===== src/rtl/fpm_juiz.sv =====
`default_nettype none
// ============================================================================
// Module   : fpm_juiz
// Brief    : Result checker that walks the fpm result RAM against a golden
//            ROM and reports per-entry mismatches with a ULP tolerance.
// Revision : 1.0 - initial release
// ============================================================================
module fpm_juiz #(
    parameter int ULP_TOL = 0,
    parameter int N_ENT   = 4
) (
    input  logic        clk,
    input  logic        rst,
    input  logic        start,
    output logic [1:0]  ram_addr,
    input  logic [31:0] ram_data,
    output logic [1:0]  exp_addr,
    input  logic [31:0] exp_data,
    output logic        busy,
    output logic        check_done,
    output logic        pass,
    output logic [3:0]  fail_mask,
    output logic [2:0]  err_cnt
);

    localparam logic [1:0]  S_IDLE    = 2'd0;
    localparam logic [1:0]  S_ADDR    = 2'd1;
    localparam logic [1:0]  S_CMP     = 2'd2;
    localparam logic [1:0]  S_DONE    = 2'd3;
    localparam logic [2:0]  c_last    = 3'(N_ENT - 1);
    localparam logic [30:0] c_ulp_tol = 31'(ULP_TOL);

    logic [1:0]  r_state;
    logic [1:0]  w_next_state;
    logic        r_start_q;
    logic [2:0]  r_idx;
    logic [3:0]  r_fail_mask;
    logic [2:0]  r_err_cnt;
    logic        w_launch;
    logic        w_enter_run;
    logic        w_a_nan, w_b_nan, w_a_inf, w_b_inf, w_both_zero;
    logic [30:0] w_diff;
    logic        w_match;

    assign w_launch    = start & ~r_start_q;
    assign w_enter_run = w_launch && ((r_state == S_IDLE) || (r_state == S_DONE));

    // Floating-point class decode; NaN payloads and zero signs are don't-cares.
    assign w_a_nan     = (&ram_data[30:23]) & (|ram_data[22:0]);
    assign w_b_nan     = (&exp_data[30:23]) & (|exp_data[22:0]);
    assign w_a_inf     = (&ram_data[30:23]) & ~(|ram_data[22:0]);
    assign w_b_inf     = (&exp_data[30:23]) & ~(|exp_data[22:0]);
    assign w_both_zero = ~(|ram_data[30:0]) & ~(|exp_data[30:0]);
    assign w_diff      = (ram_data[30:0] >= exp_data[30:0]) ? (ram_data[30:0] - exp_data[30:0])
                                                            : (exp_data[30:0] - ram_data[30:0]);

    always_comb begin
        w_match = 1'b0;
        if (w_a_nan || w_b_nan) begin
            w_match = w_a_nan && w_b_nan;
        end else if (w_a_inf || w_b_inf) begin
            w_match = (ram_data == exp_data);
        end else if (w_both_zero) begin
            w_match = 1'b1;
        end else if (ram_data[31] != exp_data[31]) begin
            w_match = 1'b0;
        end else begin
            w_match = (w_diff <= c_ulp_tol);
        end
    end

    always_ff @(posedge clk) begin
        if (rst) begin
            r_state <= S_IDLE;
        end else begin
            r_state <= w_next_state;
        end
    end

    always_comb begin
        w_next_state = r_state;
        case (r_state)
            S_IDLE:  if (w_launch) w_next_state = S_ADDR;
            S_ADDR:  w_next_state = S_CMP;
            S_CMP:   w_next_state = (r_idx < c_last) ? S_ADDR : S_DONE;
            S_DONE:  if (w_launch) w_next_state = S_ADDR;
            default: w_next_state = S_IDLE;
        endcase
    end

    always_ff @(posedge clk) begin
        if (rst) begin
            r_start_q   <= 1'b0;
            r_idx       <= 3'd0;
            r_fail_mask <= 4'd0;
            r_err_cnt   <= 3'd0;
        end else begin
            r_start_q <= start;
            if (w_enter_run) begin
                r_idx       <= 3'd0;
                r_fail_mask <= 4'd0;
                r_err_cnt   <= 3'd0;
            end else if (r_state == S_CMP) begin
                if (!w_match) begin
                    r_fail_mask[r_idx[1:0]] <= 1'b1;
                    r_err_cnt               <= r_err_cnt + 3'd1;
                end
                r_idx <= r_idx + 3'd1;
            end
        end
    end

    always_comb begin
        busy       = (r_state == S_ADDR) || (r_state == S_CMP);
        check_done = (r_state == S_DONE);
        pass       = (r_state == S_DONE) && (r_err_cnt == 3'd0);
        ram_addr   = busy ? r_idx[1:0] : 2'd0;
    end

    assign exp_addr  = ram_addr;
    assign fail_mask = r_fail_mask;
    assign err_cnt   = r_err_cnt;

endmodule
`default_nettype wire


===== config.mk =====
export PLATFORM = sky130hd
export DESIGN_NAME = fpm_juiz
export DESIGN_NICKNAME = d
export VERILOG_FILES = /design/src/rtl/fpm_juiz.sv
export SDC_FILE = /design/constraint.sdc
export NUM_CORES = 1
export LEC_CHECK = 0
export ABC_CLOCK_PERIOD_IN_PS = 3370
export BUFFER_PORTS_ARGS = -buffer_cell sky130_fd_sc_hd__buf_2
export CORE_AREA = 2 2 98 100
export CTS_BUF_LIST = sky130_fd_sc_hd__clkbuf_16
export DETAILED_ROUTE_END_ITERATION = 10
export DIE_AREA = 0 0 100 102
export PLACE_DENSITY = 0.8
export SLEW_MARGIN = 10
export SYNTH_ARGS = -nofsm -noshare
export SYNTH_HDL_FRONTEND = slang
export SYNTH_SLANG_ARGS = --single-unit

===== constraint.sdc =====
create_clock -name clk -period 3.37 [get_ports clk]
set_input_delay 0.674 -clock clk [delete_from_list [all_inputs] [get_ports clk]]
set_output_delay 0.674 -clock clk [all_outputs]
set_load 0.02 [all_outputs]

==> qor.csv, run 1 <==
stage,metric,value,unit
power_and_ir_drop,ir_drop,0.369,mV
timing,max_slew_margin,53.6,%
outcome,outcome,finished with violations,
global_route,grt_start_max_net_pins,17,
timing,setup_viol,7,
routing,avgViaCountPerCell,7.00,
timing,rsz0062_at_grt,true,
global_route,grt_pass1_wl,37400,um
timing,fmax,0.233,GHz
power_and_ir_drop,powerDensity,267,nW/um^2
power_and_ir_drop,pwr-share-seq,8.8,%
power_and_ir_drop,power_switching_share,49.0,%
placement,pre_cts_slack,-1120,ps
floorplanning,die_area,10200,um^2
timing,layout_setup_ws,-930,ps
synth,synth-seq-cells,13,
power_and_ir_drop,p_leak,3.83,nW
cells_and_area,finalNonFillerCells,1129,
critical_path,reg2reg_slack,1700,ps
synth,synth_edf_count,0,
run,cap_violations,0,
synth,ys_async_sr_fraction,0,%
routing,vias,7899,
power_and_ir_drop,p_comb_share,81.2,%
global_route,grt_pass1_vias,7359,
clock_network,cts-htree-levels,1,
cells_and_area,final_nets,1155,
critical_path,cp_max_fo,7,
synth,syn_inst,689,
timing,finClkSkew,1.05,ps
critical_path,required,3490,ps
synth,yosysUniqueCellTypes,72,
hold_path,hold_start,fail_mask[0]$_SDFFE_PP0P_,
timing,tightest_slew,688,ps
critical_path,critPathTopFamily,compound AO/OA/AOI/OAI gates,
routing,drtIter0Drc,1364,
timing,min_period_over_period,128,%
floorplanning,die_height,102,um
global_route,antenna_found_initial,3,
floorplanning,ioPinCount,81,
placement,placed_area,7010,um^2
placement,portBuffers,80,
floorplanning,die_x,100,um
timing,period_needed,4300,ps
placement,gp_congestion,1.01,
critical_path,crit_type,primary input to register,
critical_path,startpoint_type,primary input,
critical_path,crit_start,ram_data[5],
synth,syn_area_per_cell,6.86,um^2
critical_path,cp-end-kind,register,
floorplanning,core.rowCount,35,
global_route,grt_usage,46.2,%
routing,drt-pass1-iter-count,11,
power_and_ir_drop,power.switching,1.07,mW
floorplanning,initial_core_util,51.9,%
cells_and_area,synthToLayoutAreaGrowth,73.5,%
routing,ant_nets,0,
timing,slew_viol_final,0,
cells_and_area,drive_above_1_share,50.4,%
clock_network,clk_latency,240,ps
synth,syn-num-nets,826,
critical_path,crit_arrival,4420,ps
cells_and_area,fin_util,90.0,%
power_and_ir_drop,internal-power,1.12,mW
synth,syn_area,4720,um^2
critical_path,crit_buf_inv,3,
clock_network,path_clk_slew,40,ps
power_and_ir_drop,clkPwrFrac,10.0,%
clock_network,cts_buffers,3,
hold_path,hold_class,register to register,
clock_network,cts_buffer_depth,2,
routing,routed_wl,29500,um
cells_and_area,final_area,8200,um^2
synth,ys.flop_type,dfxtp_1,
critical_path,slowest_delay,560,ps
outcome,violations,"design-rule violations, negative setup slack",
routing,drc,26,
synth,yosysSeqAreaShare,5.51,%
clock_network,cts_tree,done,
clock_network,clock-sinks,13,
floorplanning,coreArea,9110,um^2
critical_path,critPathSlowestCell,or4_4,
critical_path,crit_chain,"buf_2, inv_1, ha_4, nand4_1, buf_4, a21oi_2, o211ai_1, a2111oi_2, or4_4, nand4_1, or4_4, a221oi_4, nand4_4, a31oi_1, nor2_1",
clock_network,root_buffer,clkbuf_16,
placement,hpwl,17100,um
placement,placed_cells,1094,
global_route,grt-ovfl-total,0,
critical_path,r2r_start,r_state[0]$_SDFFE_PP0P_,
synth,synth_warnings,0,
timing,hold_violations,0,
routing,wire_per_inst,26.1,um
[power groups by stage]
stage               Combinational [mW]  Sequential (mW)  Clock (mW)
floorplan                        0.742            0.196           0
global placement                  1.29            0.192           0
detailed placement                1.33            0.194           0
CTS                               1.50            0.192       0.221
global route                      1.84            0.194       0.228
finish                            1.78            0.193       0.220
[metal layers]
layer / wire length, um / track usage (%)
met3: 4580 / 12.1
met4: 3550 / 29.3
met2: 12100 / 80.0
met5: 100 / 0
met1: 9190 / 50.6
[flip-flops by register name, summed over array words and instances, names as in the netlist]
name	cells
fail_mask	4
r_start_q	1
err_cnt	3
r_state	2
r_idx	3
[cell usage after synthesis, drive strengths merged (7+ instances only)]
master,instances,area [um^2]
ha,70,876
buf,25,203
inv,73,274
nor3,11,55.1
a211oi,12,95.1
a31oi,11,68.8
xor2,13,114
nand3,14,70.1
a21o,12,90.1
mux2i,7,70.1
nor4,21,131
nand4,29,200
o21ai,46,241
o21a,11,82.6
a21oi,77,408
dfxtp,13,260
nor2,59,221
xnor2,27,236
nand2,51,191
clkbuf,9,33.8
[cell type report]
cell class | instances | area (um^2)
sequential | 13 | 260
inverter | 73 | 284
clock buffer | 3 | 75.1
clock inverter | 1 | 3.75
fill | 411 | 912
timing repair buffer | 358 | 2600
antenna | 1 | 2.50
tap | 111 | 139
multi-input combinational | 569 | 4830
[final timing paths]
kind / to / depth (start not counted)
setup / recovery: fail_mask[1]$_SDFFE_PP0P_ / 15
hold / removal: fail_mask[0]$_SDFFE_PP0P_ / 2
setup reg to reg: err_cnt[0]$_SDFFE_PP0P_ / 5
hold reg to reg: fail_mask[0]$_SDFFE_PP0P_ / 2
[through the flow]
step | TNS (ps) | power, mW | hold slack, ps
4_1_cts | -1950 | 1.91 | 490
3_3_place_gp | -7400 | 1.48 | 458
2_1_floorplan | -1590 | 0.938 | 480
3_5_place_dp | -7510 | 1.52 | 477
5_1_grt | -7830 | 2.26 | 554
6_report | -5860 | 2.19 | 496
[cell usage in the layout (no fill, tap or decap), types with 14 or more instances in the layout]
master and count:
buf_4 274, buf_2 67, inv_1 63, nor2_1 53, a21oi_1 47, nand2_1 44
ha_1 35, o21ai_0 31, xnor2_1 27, nand4_1 26, ha_4 25, a21oi_2 21
nor4_1 18, buf_6 14
[worst register-to-register path, stage by stage, from the launching register on]
cell and delay [ps]:
dfxtp_1 380, inv_1 60, ha_1 380, a21oi_1 410, nand2_1 200, mux2i_4 180
[cell families (layout without fill, tap and decap cells)]
| group | Yosys count | in the layout | share of synthesized area (%) |
|---|---|---|---|
| flip-flops | 13 | 13 | 5.51 |
| AND/OR/NAND/NOR | 228 | 228 | 24.8 |
| multiplexers | 9 | 9 | 1.96 |
| adder cells (fa/ha/maj) | 70 | 70 | 18.5 |
| AO/OA/AOI/OAI | 222 | 222 | 30.9 |
| other | 0 | 1 | 0 |
| XOR/XNOR | 40 | 40 | 7.42 |
| buffers and inverters | 107 | 435 | 10.8 |
[repair_timing]
| action | CTS | global route |
|---|---|---|
| pin swaps | 60 | 27 |
| buffers inserted | 19 | 12 |
| endpoints found under the setup margin | 7 | 7 |
| gates resized for setup | 125 | 59 |
| hold buffers | 0 | 0 |
Note: power is estimated with default switching activity, not from simulation.
==> inputs of run 2 (changes only) <==
--- a/config.mk
+++ b/config.mk
@@ -11,7 +11,7 @@
 export CTS_BUF_LIST = sky130_fd_sc_hd__clkbuf_16
 export DETAILED_ROUTE_END_ITERATION = 10
 export DIE_AREA = 0 0 100 102
-export PLACE_DENSITY = 0.8
+export PLACE_DENSITY_LB_ADDON = 0.25
 export SLEW_MARGIN = 10
 export SYNTH_ARGS = -nofsm -noshare
 export SYNTH_HDL_FRONTEND = slang
==> run 2 against run 1 <==
- the run ends with negative setup slack left
- via count down 6.2%
- global-route usage down 4.0 points
- worst setup slack better by 310 ps
- clock power about the same
- register-to-register slack worse by 30 ps
- clock skew up 0.81 ps
- largest power group unchanged
==> qor.csv, run 2 (synthesis gave the netlist of run 1 again) <==
stage,metric,value,unit,change
power_and_ir_drop,clkPwrFrac,10.3,%,was 10.0%
global_route,antenna_found_initial,0,,was 3
cells_and_area,final_nets,1145,,"was 1,155"
routing,drt-pass1-iter-count,6,,was 11
cells_and_area,drive_above_1_share,50.3,%,was 50.4%
critical_path,slowest_delay,660,ps,was 560 ps
cells_and_area,antenna_cells,0,,was 1
timing,finClkSkew,1.86,ps,was 1.05 ps
placement,placed_cells,1087,,"was 1,094"
critical_path,startpoint_type,primary input,,unchanged
routing,ant_nets,0,,unchanged
timing,finalSetupTns,-4070,ps,was -5860 ps
routing,met1Wirelength,8580,um,was 9190 um
power_and_ir_drop,powerDensity,258,nW/um^2,was 267 nW/um^2
clock_network,cts-htree-levels,1,,unchanged
routing,highest_layer,met4,,was met5
cells_and_area,largest_reg_flops,4,,unchanged
power_and_ir_drop,power.switching,1.00,mW,was 1.07 mW
power_and_ir_drop,p_leak,3.79,nW,was 3.83 nW
floorplanning,ioPinCount,81,,unchanged
power_and_ir_drop,power_switching_share,47.6,%,was 49.0%
critical_path,cp-end-kind,register,,unchanged
hold_path,min_path_cells,2,,unchanged
critical_path,cp_max_fo,7,,unchanged
timing,layout_setup_ws,-616,ps,was -930 ps
placement,hpwl,16100,um,"was 17,100 um"
cells_and_area,finalNonFillerCells,1118,,"was 1,129"
outcome,outcome,finished with violations,,unchanged
critical_path,r2r_start,r_state[0]$_SDFFE_PP0P_,,unchanged
hold_path,hold_start,fail_mask[0]$_SDFFE_PP0P_,,unchanged
routing,wire_per_inst,22.6,um,was 26.1 um
power_and_ir_drop,internal-power,1.11,mW,was 1.12 mW
timing,rsz0062_at_grt,true,,unchanged
global_route,grt_usage,42.2,%,was 46.2%
power_and_ir_drop,p_comb_share,80.5,%,was 81.2%
hold_path,min_to,fail_mask[0]$_SDFFE_PP0P_,,unchanged
placement,gp_congestion,1.02,,was 1.01
global_route,grt_start_max_net_pins,12,,was 17
timing,min_period_over_period,118,%,was 128%
outcome,violations,negative setup slack,,"was design-rule violations, negative setup slack"
cells_and_area,mostFrequentLayoutCells,"261 x buf_4, 64 x buf_2, 59 x inv_1",,"was 274 x buf_4, 67 x buf_2, 63 x inv_1"
power_and_ir_drop,power.total,2.11,mW,was 2.19 mW
timing,fmax,0.251,GHz,was 0.233 GHz
timing,hold_violations,0,,unchanged
routing,drc,0,,was 26
critical_path,r2r-end,err_cnt[2]$_SDFFE_PP0P_,,was err_cnt[0]$_SDFFE_PP0P_
clock_network,cts_buffers,3,,unchanged
floorplanning,die_height,102,um,unchanged
timing,setup_viol,7,,unchanged
placement,portBuffers,80,,unchanged
clock_network,clk_latency,240,ps,about the same
routing,avgViaCountPerCell,6.63,,was 7.00
timing,slew_viol_final,0,,unchanged
clock_network,cts_tree,done,,unchanged
run,cap_violations,0,,unchanged
routing,drtIter0Drc,1065,,"was 1,364"
critical_path,critPathSlowestCell,o21ai_1,,was or4_4
clock_network,root_buffer,clkbuf_16,,unchanged
critical_path,reg2reg_slack,1670,ps,was 1700 ps
critical_path,required,3530,ps,was 3490 ps
routing,met2WireLength,11100,um,"was 12,100 um"
critical_path,cp_common_cell,buf_4,,
floorplanning,initial_core_util,51.9,%,unchanged
power_and_ir_drop,ir_drop,0.471,mV,was 0.369 mV
cells_and_area,final_common_cell,buf_4,,unchanged
floorplanning,coreArea,9110,um^2,unchanged
critical_path,crit_arrival,4150,ps,was 4420 ps
clock_network,cts_hold_buf,0,,unchanged
clock_network,path_clk_slew,40,ps,about the same
clock_network,cts_buffer_depth,2,,unchanged
floorplanning,die_area,10200,um^2,unchanged
routing,routed_wl,25200,um,"was 29,500 um"
global_route,grt_pass1_vias,6973,,"was 7,359"
timing,max_slew_margin,44.2,%,was 53.6%
floorplanning,core.rowCount,35,,unchanged
critical_path,reg2reg_depth,6,,was 5
cells_and_area,synthToLayoutAreaGrowth,72.8,%,was 73.5%
critical_path,crit_type,primary input to register,,unchanged
power_and_ir_drop,pwr-share-seq,9.2,%,was 8.8%
timing,period_needed,3990,ps,was 4300 ps
clock_network,clock-sinks,13,,unchanged
timing,tightest_slew,831,ps,was 688 ps
routing,met3_length,3070,um,was 4580 um
critical_path,crit_chain,"buf_2, inv_2, ha_4, buf_4, nand2_1, buf_4, o21ai_1, a21oi_1, buf_4, xnor2_1, nor4_4, nand4_1, a221oi_4, nand4_4, nand2_2, mux2i_1",,"was buf_2, inv_1, ha_4, nand4_1, buf_4, a21oi_2, o211ai_1, a2111oi_2, or4_4, nand4_1, or4_4, a221oi_4, nand4_4, a31oi_1, nor2_1"
global_route,grt_pass1_wl,34900,um,"was 37,400 um"
floorplanning,die_x,100,um,unchanged
hold_path,hold_class,register to register,,unchanged
global_route,grt-ovfl-total,0,,unchanged
routing,vias,7413,,"was 7,899"
==> run 2: layer usage <==
| metal | track usage [%] | up-vias |
|---|---|---|
| met4 | 20.9 | 0 |
| met3 | 7.18 | 256 |
| met5 | 0 | - |
| li1 | - | 3143 |
| met1 | 50.3 | 3364 |
| met2 | 73.5 | 650 |
==> run 2: final cells by class <==
class	count	area (um^2)
fill	451	948
clock buffer	3	75.1
clock inverter	1	3.75
tap	111	139
multi-input combinational	569	4840
inverter	73	284
sequential	13	260
timing repair buffer	348	2550
==> run 2: worst max-delay path by stage <==
stage / startpoint / end / slack (ps)
2_1_floorplan: exp_data[11] / fail_mask[3]$_SDFFE_PP0P_ / -250
3_3_place_gp: ram_data[22] / fail_mask[3]$_SDFFE_PP0P_ / -900
3_5_place_dp: ram_data[10] / err_cnt[0]$_SDFFE_PP0P_ / -1010
4_1_cts: ram_data[9] / err_cnt[0]$_SDFFE_PP0P_ / -300
5_1_grt: ram_data[10] / fail_mask[1]$_SDFFE_PP0P_ / -750
6_report: ram_data[7] / err_cnt[0]$_SDFFE_PP0P_ / -620
==> run 2: power groups by stage <==
stage               clock [mW]  combinational, mW  sequential (mW)
CTS                      0.219               1.48            0.192
global placement             0               1.28            0.192
floorplan                    0              0.742            0.196
global route             0.229               1.78            0.197
detailed placement           0               1.31            0.194
finish                   0.217               1.70            0.193
==> run 2: through the flow <==
stage                     instance area, um^2  hold WS (ps)  setup WS (ps)  util [%]
after detailed placement                 6960           471          -1010      76.4
after global routing                     8160           540           -747      89.6
after global placement                   6960           461           -901      76.4
after CTS                                7760           484           -297      85.2
after floorplan                          4850           480           -248         -
final                                    8160           484           -616      89.6
==> run 2: timing repair <==
item | CTS | global route
gates cloned | 0 | 0
setup endpoints to repair | 7 | 7
resized for setup | 118 | 68
pin swaps | 47 | 46
buffers inserted | 12 | 15
endpoints found under the hold margin | 0 | 0
==> run 2: worst max-delay path, delay by kind of cell <==
family	cells	cell delay (ps)
compound gates	3	1200
fa+ha+maj	1	270
xor+xnor	1	160
simple gates	5	960
mux	1	200
buf+inv	5	670
==> inputs of run 3 (changes only) <==
--- a/config.mk
+++ b/config.mk
@@ -11,6 +11,7 @@
 export CTS_BUF_LIST = sky130_fd_sc_hd__clkbuf_16
 export DETAILED_ROUTE_END_ITERATION = 10
 export DIE_AREA = 0 0 100 102
+export MAX_ROUTING_LAYER = met4
 export PLACE_DENSITY_LB_ADDON = 0.25
 export SLEW_MARGIN = 10
 export SYNTH_ARGS = -nofsm -noshare
==> run 3 against run 2 <==
- the flow now stops in global routing
- area after synthesis unchanged
- synthesized cell count unchanged
==> qor.csv, run 3 <==
stage,metric,value,unit,change
outcome,outcome,did not finish,,was finished with violations
outcome,lastStage,global routing,,
outcome,first-error,[ERROR GRT-0232] Routing congestion too high. Check the congestion heatmap in the GUI.,,
global_route,grt_usage,78.7,%,
synth,synth_warnings,0,,unchanged
synth,synth_area_leader_cell,ha_1,,unchanged
clock_network,cts_buffers,3,,unchanged
clock_network,cts_buffer_depth,2,,unchanged
placement,portBuffers,80,,unchanged
timing,worst_path_end_type,register input,,
synth,yosysUniqueCellTypes,72,,unchanged
floorplanning,ioPinCount,81,,unchanged
floorplanning,initial_core_util,51.9,%,unchanged
floorplanning,die_x,100,um,unchanged
floorplanning,core.rowCount,35,,unchanged
global_route,grt_start_max_net_pins,17,,
synth,synth-seq-cells,13,,unchanged
placement,placed_area,7020,um^2,was 6960 um^2
synth,syn-num-nets,826,,unchanged
synth,ys_async_sr_fraction,0,%,unchanged
synth,synth_edf_count,0,,unchanged
timing,grt-worst-endpoint,err_cnt[1]$_SDFFE_PP0P_/D,,
synth,ys_top_cells_by_area,"ha_1 19%, a21oi_1 7.5%, inv_1 5.8%",,unchanged
placement,hpwl,16300,um,"was 16,100 um"
synth,syn_inst,689,,unchanged
clock_network,clock-sinks,13,,unchanged
synth,syn_area,4720,um^2,unchanged
synth,ys.flop_type,dfxtp_1,,unchanged
synth,synth.top_cell.area_share,18.5,%,unchanged
clock_network,root_buffer,clkbuf_16,,unchanged
floorplanning,die_height,102,um,unchanged
placement,gp_congestion,0.993,,was 1.02
synth,yosysMostFrequentCell,inv_1,,unchanged
clock_network,cts_hold_buf,0,,unchanged
global_route,grt-ovfl-total,108,,
synth,synth.top_cells.by_count,"73 x inv_1, 71 x a21oi_1, 70 x ha_1, 59 x nor2_1, 51 x nand2_1",,unchanged
clock_network,cts-htree-levels,1,,unchanged
synth,yosysSeqAreaShare,5.51,%,unchanged
synth,syn_area_per_cell,6.86,um^2,unchanged
run 3: timing repair:
action	in CTS
setup endpoints to repair	7
pin swaps	82
resized for setup	205
buffers inserted	39
run 3: logic make-up after synthesis:
kind of cell / synth area share (%)
AOI/OAI and AO/OA: 30.9
xor gates and xnor gates: 7.42
adders and majority gates: 18.5
buffers and inverters: 10.8
DFF: 5.51
muxes: 1.96
and+or+nand+nor: 24.8
run 3: per-layer routing:
metal  GRT overflow  global-route usage [%]
met1              2                    74.0
met3              1                    58.8
met2             49                    98.0
met5              -                       -
met4             56                    82.7
run 3: per-stage QoR:
step / cells / TNS (ps) / hold WS [ps] / setup slack [ps] / utilization (%)
2_1_floorplan: 689 / -1590 / 480 / -248 / -
3_3_place_gp: 1096 / -5370 / 459 / -787 / 77.1
3_5_place_dp: 1096 / -6120 / 476 / -898 / 77.1
4_1_cts: 1139 / -1050 / 486 / -174 / 91.6
==> inputs of run 4 (changes only) <==
==> config.mk (replaced) <==
export PLATFORM = sky130hd
export DESIGN_NAME = fpm_juiz
export DESIGN_NICKNAME = d
export VERILOG_FILES = /design/src/rtl/fpm_juiz.sv
export SDC_FILE = /design/constraint.sdc
export NUM_CORES = 1
export LEC_CHECK = 0
export ABC_CLOCK_PERIOD_IN_PS = 4400
export BUFFER_PORTS_ARGS = -buffer_cell sky130_fd_sc_hd__buf_2
export CORE_AREA = 2 2 112 114
export DETAILED_ROUTE_END_ITERATION = 10
export DIE_AREA = 0 0 114 116
export PLACE_DENSITY_LB_ADDON = 0.15
export SLEW_MARGIN = 10
export SYNTH_ARGS = -nofsm -noshare
export SYNTH_HDL_FRONTEND = slang
export SYNTH_SLANG_ARGS = --single-unit
==> constraint.sdc (replaced) <==
create_clock -name clk -period 4.4 [get_ports clk]
set_input_delay 0.88 -clock clk [delete_from_list [all_inputs] [get_ports clk]]
set_output_delay 0.88 -clock clk [all_outputs]
set_load 0.02 [all_outputs]
==> run 4 against run 3 <==
- the flow now finishes without violations
==> qor.csv, run 4 (synthesis gave the netlist of run 1 again) <==
stage,metric,value,unit,change
outcome,outcome,completed,,was did not finish
power_and_ir_drop,p_leak,2.76,nW,
hold_path,hold_class,register to register,,
placement,gp_congestion,0.986,,was 0.993
critical_path,crit_arrival,4390,ps,
routing,drtIter0Drc,378,,
cells_and_area,largest_reg_flops,4,,
routing,vias,5558,,
timing,slew_viol_final,0,,
cells_and_area,finalNonFillerCells,977,,
timing,setup_viol,0,,
critical_path,crit_chain,"buf_2, inv_1, ha_1, buf_4, a21oi_2, o21ai_1, a22oi_1, a2111oi_1, or4_4, buf_4, nor4_2, nand4_1, a221oi_2, nand4_2, nand2_2, mux2i_1",,
critical_path,cp_common_cell,buf_4,,
floorplanning,initial_core_util,39.7,%,was 51.9%
clock_network,root_buffer,clkbuf_16,,unchanged
cells_and_area,mostFrequentLayoutCells,"91 x buf_4, 80 x buf_2, 73 x inv_1",,
critical_path,reg2reg_slack,2800,ps,
placement,pre_cts_slack,-286,ps,was -898 ps
timing,period_needed,4230,ps,
global_route,grt_pass1_wl,27200,um,
clock_network,clock-sinks,13,,unchanged
clock_network,cts_tree,done,,
global_route,grt_usage,25.5,%,
cells_and_area,synthToLayoutAreaGrowth,24.5,%,
power_and_ir_drop,ir_drop,0.230,mV,
power_and_ir_drop,power.total,1.18,mW,
routing,drt-pass1-iter-count,5,,
floorplanning,die_height,116,um,was 102 um
global_route,grt-ovfl-total,0,,
clock_network,cts-htree-levels,1,,unchanged
clock_network,cts_buffers,3,,unchanged
clock_network,path_clk_slew,50,ps,
critical_path,cp-end-kind,register,,
timing,hold_violations,0,,
timing,fin_hold_ws,478,ps,
routing,avgViaCountPerCell,5.69,,
critical_path,required,4560,ps,
cells_and_area,final_common_cell,buf_4,,
run,cap_violations,0,,
hold_path,min_to,fail_mask[1]$_SDFFE_PP0P_,,
cells_and_area,final_area,5880,um^2,
cells_and_area,fin_util,49.4,%,
global_route,antenna_found_initial,0,,
floorplanning,core.rowCount,40,,was 35
power_and_ir_drop,powerDensity,201,nW/um^2,
routing,routed_wl,17100,um,
cells_and_area,antenna_cells,0,,
critical_path,reg2reg_depth,6,,
hold_path,min_path_cells,2,,
cells_and_area,drive_above_1_share,25.5,%,
floorplanning,ioPinCount,81,,unchanged
timing,layout_setup_ws,167,ps,
critical_path,crit_type,primary input to register,,
critical_path,r2r-end,err_cnt[2]$_SDFFE_PP0P_,,
critical_path,critPathSlowestCell,or4_4,,
critical_path,slowest_delay,470,ps,
global_route,grt_start_max_net_pins,17,,
timing,finalSetupTns,0,ps,
critical_path,r2r_start,r_state[0]$_SDFFE_PP0P_,,
placement,portBuffers,80,,unchanged
hold_path,hold_start,fail_mask[1]$_SDFFE_PP0P_,,
placement,hpwl,14700,um,"was 16,300 um"
clock_network,cts_setup_buffers,0,,was 39
timing,tightest_slew,534,ps,
critical_path,cp_max_fo,9,,
routing,ant_nets,0,,
routing,wire_per_inst,17.5,um,
clock_network,clk_latency,240,ps,
global_route,grt_pass1_vias,5425,,
timing,min_period_over_period,96.2,%,
floorplanning,coreArea,11900,um^2,
cells_and_area,fill_cells,1245,,
clock_network,cts_buffer_depth,2,,unchanged
critical_path,startpoint_type,primary input,,
timing,rsz0062_at_grt,false,,
routing,drc,0,,
floorplanning,die_x,114,um,was 100 um
cells_and_area,final_nets,968,,
placement,placed_cells,973,,"was 1,096"
timing,finClkSkew,4.16,ps,
floorplanning,die_area,13200,um^2,
timing,fmax,0.236,GHz,
placement,placed_area,5750,um^2,was 7020 um^2
timing,max_slew_margin,64.2,%,
==> run 4: what timing repair did <==
item	CTS	global route
pin swaps	1	4
endpoints found under the setup margin	2	7
endpoints found under the hold margin	0	0
gates resized for setup	1	12
hold buffers	0	0
==> run 4: worst max-delay path by stage <==
stage                 startpoint                        end  slack (ps)  cells past startpoint
floorplan           ram_data[24]  fail_mask[3]$_SDFFE_PP0P_         530                     16
global placement    ram_data[10]  fail_mask[3]$_SDFFE_PP0P_        -250                     16
detailed placement  ram_data[10]    err_cnt[1]$_SDFFE_PP0P_        -290                     16
CTS                 ram_data[22]    err_cnt[1]$_SDFFE_PP0P_          30                     15
global route         ram_data[6]    err_cnt[1]$_SDFFE_PP0P_          20                     14
finish              ram_data[10]    err_cnt[1]$_SDFFE_PP0P_         170                     16
==> run 4: metal layers <==
| layer | GRT usage (%) | routed length (um) |
|---|---|---|
| met2 | 44.2 | 7950 |
| met4 | 7.89 | 549 |
| met1 | 33.3 | 7700 |
| met5 | 0 | 0 |
| met3 | 2.88 | 906 |
==> run 4: area by class of cell <==
| type | count | area, um^2 | area share (%) |
|---|---|---|---|
| clock buffer | 4 | 78.8 | 1.34 |
| timing repair buffer | 171 | 1080 | 18.4 |
| multi-input combinational | 569 | 4000 | 68.0 |
| sequential | 13 | 260 | 4.43 |
| inverter | 73 | 274 | 4.66 |
| tap | 147 | 184 | 3.13 |
==> run 4: worst max-delay path: cells and delay by family <==
family	cells	cell delay (ps)
buffers and inverters	4	530
muxes	1	220
AOI/OAI and AO/OA	5	1050
and+or+nand+nor	5	1400
adders and majority gates	1	310
==> run 4: power by group <==
part           internal (mW)  total (mW)  switching (mW)
sequential             0.132       0.147          0.0146
clock                  0.122       0.173          0.0505
combinational          0.363       0.864           0.501
total                  0.617        1.18           0.566
